## src/rtl/id_ex_pipe_reg.sv

```systemverilog
// Decode-to-execute pipeline register with stall/flush control, a valid bit
// and saturating stall/flush performance counters.
module id_ex_pipe_reg #(
    parameter int DATA_WIDTH     = 32,
    parameter int REG_ADDR_WIDTH = 5,
    parameter int ALU_CTRL_WIDTH = 4,
    parameter int CNT_WIDTH      = 16
) (
    input  logic                      clk,
    input  logic                      rst,
    input  logic                      StallE,
    input  logic                      FlushE,
    input  logic                      ValidD,
    input  logic                      RegWriteD,
    input  logic                      MemWriteD,
    input  logic                      JumpD,
    input  logic                      BranchD,
    input  logic                      ALUSrcAD,
    input  logic                      ALUSrcBD,
    input  logic                      LdSrcD,
    input  logic                      StSrcD,
    input  logic                      JalSrcD,
    input  logic [1:0]                ResultSrcD,
    input  logic [ALU_CTRL_WIDTH-1:0] ALUControlD,
    input  logic [2:0]                ImmSrcD,
    input  logic [DATA_WIDTH-1:0]     RD1D,
    input  logic [DATA_WIDTH-1:0]     RD2D,
    input  logic [REG_ADDR_WIDTH-1:0] Rs1D,
    input  logic [REG_ADDR_WIDTH-1:0] Rs2D,
    input  logic [REG_ADDR_WIDTH-1:0] RdD,
    input  logic [DATA_WIDTH-1:0]     ImmExtD,
    input  logic [DATA_WIDTH-1:0]     PCD,
    input  logic [DATA_WIDTH-1:0]     PC_PlusD,
    output logic                      RegWriteE,
    output logic                      MemWriteE,
    output logic                      JumpE,
    output logic                      BranchE,
    output logic                      ALUSrcAE,
    output logic                      ALUSrcBE,
    output logic                      LdSrcE,
    output logic                      StSrcE,
    output logic                      JalSrcE,
    output logic [1:0]                ResultSrcE,
    output logic [ALU_CTRL_WIDTH-1:0] ALUControlE,
    output logic [2:0]                ImmSrcE,
    output logic [DATA_WIDTH-1:0]     RD1E,
    output logic [DATA_WIDTH-1:0]     RD2E,
    output logic [REG_ADDR_WIDTH-1:0] Rs1E,
    output logic [REG_ADDR_WIDTH-1:0] Rs2E,
    output logic [REG_ADDR_WIDTH-1:0] RdE,
    output logic [DATA_WIDTH-1:0]     ImmExtE,
    output logic [DATA_WIDTH-1:0]     PCE,
    output logic [DATA_WIDTH-1:0]     PC_PlusE,
    output logic                      ValidE,
    output logic [CNT_WIDTH-1:0]      StallCnt,
    output logic [CNT_WIDTH-1:0]      FlushCnt
);

    // All stage fields travel as one packed word so load/hold/bubble apply uniformly.
    localparam int STAGE_W = 14 + ALU_CTRL_WIDTH + 5 * DATA_WIDTH + 3 * REG_ADDR_WIDTH;
    localparam logic [CNT_WIDTH-1:0] CNT_ONE = {{(CNT_WIDTH-1){1'b0}}, 1'b1};

    logic [STAGE_W-1:0]   stage_d, stage_q, stage_in;
    logic                 valid_d, valid_q;
    logic [CNT_WIDTH-1:0] stall_cnt_d, stall_cnt_q;
    logic [CNT_WIDTH-1:0] flush_cnt_d, flush_cnt_q;

    assign stage_in = {RegWriteD, MemWriteD, JumpD, BranchD, ALUSrcAD, ALUSrcBD,
                       LdSrcD, StSrcD, JalSrcD, ResultSrcD, ALUControlD, ImmSrcD,
                       RD1D, RD2D, Rs1D, Rs2D, RdD, ImmExtD, PCD, PC_PlusD};

    always_comb begin
        // NOTE: every always_comb target gets a default first so no path infers a latch.
        stage_d     = stage_q;
        valid_d     = valid_q;
        stall_cnt_d = stall_cnt_q;
        flush_cnt_d = flush_cnt_q;
        if (FlushE) begin
            stage_d = '0;
            valid_d = 1'b0;
            if (flush_cnt_q != '1) flush_cnt_d = flush_cnt_q + CNT_ONE;
        end else if (StallE) begin
            if (stall_cnt_q != '1) stall_cnt_d = stall_cnt_q + CNT_ONE;
        end else begin
            stage_d = stage_in;
            valid_d = ValidD;
        end
    end

    always_ff @(posedge clk) begin
        // NOTE: sequential state uses non-blocking assignments so all flops update together.
        if (rst) begin
            stage_q     <= '0;
            valid_q     <= 1'b0;
            stall_cnt_q <= '0;
            flush_cnt_q <= '0;
        end else begin
            stage_q     <= stage_d;
            valid_q     <= valid_d;
            stall_cnt_q <= stall_cnt_d;
            flush_cnt_q <= flush_cnt_d;
        end
    end

    assign {RegWriteE, MemWriteE, JumpE, BranchE, ALUSrcAE, ALUSrcBE,
            LdSrcE, StSrcE, JalSrcE, ResultSrcE, ALUControlE, ImmSrcE,
            RD1E, RD2E, Rs1E, Rs2E, RdE, ImmExtE, PCE, PC_PlusE} = stage_q;

    assign ValidE   = valid_q;
    assign StallCnt = stall_cnt_q;
    assign FlushCnt = flush_cnt_q;

endmodule

```

## config.mk

```make
export PLATFORM = sky130hd
export DESIGN_NAME = id_ex_pipe_reg
export DESIGN_NICKNAME = d
export VERILOG_FILES = /design/src/rtl/id_ex_pipe_reg.sv
export SDC_FILE = /design/constraint.sdc
export NUM_CORES = 1
export LEC_CHECK = 0
export BUFFER_PORTS_ARGS = -buffer_cell sky130_fd_sc_hd__buf_4
export CORE_AREA = 2 2 166 168
export CTS_BUF_LIST = sky130_fd_sc_hd__clkbuf_16
export CTS_CLUSTER_SIZE = 16
export DETAILED_ROUTE_END_ITERATION = 8
export DIE_AREA = 0 0 168 170
export GPL_ROUTABILITY_DRIVEN = 0
export SLEW_MARGIN = 20
export SYNTH_ARGS = -nofsm -noshare
export SYNTH_HDL_FRONTEND = slang
export SYNTH_SLANG_ARGS = --single-unit
```

## constraint.sdc

```tcl
create_clock -name clk -period 1.85 [get_ports clk]
set_input_delay 0.2775 -clock clk [delete_from_list [all_inputs] [get_ports clk]]
set_output_delay 0.2775 -clock clk [all_outputs]
set_load 0.02 [all_outputs]
```

==> run summary <==
DRT iter0 DRCs: 328
Critical path startpoint category: register
Largest net degree at the start of global routing: 75
Inst Count DP: 1564
Switching Power: 0.002787 W
YS warnings: 0
R2R Setup Slk: 0.13 ns
Drt first pass iters: 4
Top FF cell, synth: dfxtp_1
Clock sink count: 226
Final Net Count: 1641
H-tree depth: 1
First-pass GRT wire length: 43.79 mm
Period minus WS final: 1.722 ns
Max-cap violations: 0
TritonCTS Buffers: 26
Clk pwr share: 0.430
Cell area after synthesis: 8514 sq um
Slowest library cell on the worst path: or4_1
GRT Util Overall: 0.1877
Most frequent cell after synthesis: dfxtp_1
Ratio of cells with drive above 1 in the final layout: 0.3480
Worst setup EP type: register
Critical path arrival: 2.12 ns
Die W: 168 microns
Worst-Margin Slew: 0.5548 ns
Ports: 424
Worst hold slack: 0.02098 ns
Slew Limit Fails: 0
Starting Density: 0.3195
Internal power: 0.009144 W
Vias in the first global route: 8469
Tcrit/Tclk final: 0.9308
Max VDD drop: 0.6366 mV
Initial antenna violation count: 0
Total leakage power: 7.182 nW
Via/cell ratio: 4.566
CTS clk-pin slew, worst paths: 0.06 ns
Clk Tree Root Cell: clkbuf_16
Antenna Cells: 0
Logic pwr share: 0.143
Slew headroom: 0.6301
Sequential share of power: 0.427
Max frequency: 0.5807 GHz
Crit path required time: 2.25 ns
Seq/Total Area, Yosys: 0.5314
CTS tree: done
Synth Net Count: 1024
CP Max Fanout: 4
Seq cells post-synth: 226
Worst-Skew Late Latency: 0.52 ns
Dominant cells by area after synthesis: dfxtp_1 53%, mux2i_1 23%, nor2_1 9.2%
Post-Syn Instances: 824
Outcome: finished clean
Max Buffers Root-to-Sink: 3
Syn-to-layout area delta: 75.55%
# rows: 60
RSZ-0062 raised after global routing: false
Setup CP Type: reg -> reg
Via count: 8210
Cell variety after synth: 46
Area of the multi-input gates: 3757 sq um
Final setup viols: 0
Post-DP HPWL: 19.05 mm
Die area: 28560 sq um
Post-layout util: 0.5608
Ys async rst share: 0
Commonest cells in the netlist: 226 x dfxtp_1, 208 x nor2_1, 197 x mux2i_1
Routed len/inst: 15.76 microns
Area leader, netlist: dfxtp_1
Switching part of the total: 0.2336
Die height: 170 microns
Non-Filler Instances: 1798
Final Hold Viols: 0
TNS Setup: 0 ns
Min-Delay Path Class: in -> reg
Core area: 26650 sq um
Antenna Nets Post-Route: 0
Buffers on Ports: 423
Register Area: 4524 sq um
Clock Skews: 0.006726 ns
Avg Cell Area, Syn: 10.33 sq um
Critical Path, Cell by Cell: ha_2 -> nand2_1 -> or4_1 -> o211ai_1 -> o31ai_1
PwrDens: 798.2 nW/um^2
Number of synthesized flops with an enable pin: 0
Top-area cell type share of the netlist area: 0.5314
Number of remaining DRC errors: 0
GRT Residual Overflow: 0
Final WL: 28.34 mm
CP peak stage delay: 0.61 ns
Filler instances: 2219
power by group through the flow:
stage | sequential (W) | combinational, W | clock, W
6_report | 0.00510 | 0.00171 | 0.00513
5_1_grt | 0.00511 | 0.00182 | 0.00549
4_1_cts | 0.00509 | 0.00170 | 0.00529
3_5_place_dp | 0.00520 | 0.00136 | 0
3_3_place_gp | 0.00519 | 0.00135 | 0
2_1_floorplan | 0.00537 | 0.000483 | 0
final timing paths:
kind	startpoint	endpoint	cells past startpoint
worst min-delay path	PC_PlusD[2]	stage_q[2]	3
worst min register to register	stage_q[126]	stage_q[126]	2
worst max register to register	StallCnt[1]	StallCnt[14]	5
worst max-delay path	StallCnt[1]	StallCnt[14]	5
timing repair:
action,in CTS,in global routing
hold buffers,188,0
endpoints found under the hold margin,188,0
setup buffers,0,2
endpoints found under the setup margin,0,2
resized for setup,0,1
worst max-delay path, delay by kind of cell (launching register included):
kind / cells / cell delay, ns
fa+ha+maj: 1 / 0.24
simple gates: 2 / 0.71
compound gates: 2 / 0.28
flops: 1 / 0.38
layout make-up:
| class | instances | area share |
|---|---|---|
| timing repair buffer | 639 | 0.3596 |
| sequential | 226 | 0.3027 |
| multi-input combinational | 544 | 0.2514 |
| clock buffer | 27 | 0.04520 |
| tap | 341 | 0.02855 |
| clock inverter | 17 | 0.01155 |
| inverter | 4 | 0.001005 |
kinds of logic after synthesis:
family	count (synthesis)	synth area share
compound gates	46	0.03586
xor+xnor	1	0.001029
fa+ha+maj	2	0.002939
buf+inv	54	0.02851
flops	226	0.5314
mux	204	0.2409
simple gates	291	0.1594
flip-flops by register name, indices dropped and copies added, names as in the netlist:
signal,flops
ValidE,1
FlushCnt,16
stage_q,193
StallCnt,16
layout by cell type (no fill, tap or decap), types with 2 or more instances in the layout:
| master | instances |
|---|---|
| a21oi_1 | 21 |
| and3_1 | 3 |
| and3b_1 | 2 |
| and4_1 | 4 |
| buf_12 | 8 |
| buf_4 | 442 |
| bufinv_16 | 4 |
| clkbuf_16 | 27 |
| clkinv_1 | 3 |
| clkinv_2 | 3 |
| dfxtp_1 | 226 |
| dlygate4sd3_1 | 188 |
| inv_1 | 11 |
| mux2_2 | 7 |
| mux2i_1 | 197 |
| nand2_1 | 16 |
| nand3_1 | 6 |
| nand3_2 | 2 |
| nand4_1 | 9 |
| nand4_2 | 3 |
| nor2_1 | 208 |
| nor2b_1 | 7 |
| nor3_1 | 3 |
| nor4_1 | 3 |
| o21ai_0 | 6 |
| o31ai_1 | 9 |
| o41ai_1 | 2 |
| or2_2 | 2 |
| or3_1 | 4 |
| or4_1 | 9 |
routing by layer:
layer  wire, microns  vias up  GRT usage
met1           11110     3758     0.2119
met3            2127       67    0.05023
li1                -     4063          -
met2           13870      322     0.3340
met5               0        -          0
met4            1230        0    0.08091
through the flow:
stage | total power (W) | setup WS, ns | instance area (sq um)
after global routing | 0.01243 | 0.004916 | 14950
after global placement | 0.006544 | 0.1562 | 12200
final | 0.01193 | 0.1279 | 14950
after floorplan | 0.005855 | 0.008615 | 8514
after detailed placement | 0.006558 | 0.1248 | 12200
after CTS | 0.01208 | 0.09619 | 14930
(Power assumes the default switching activity.)
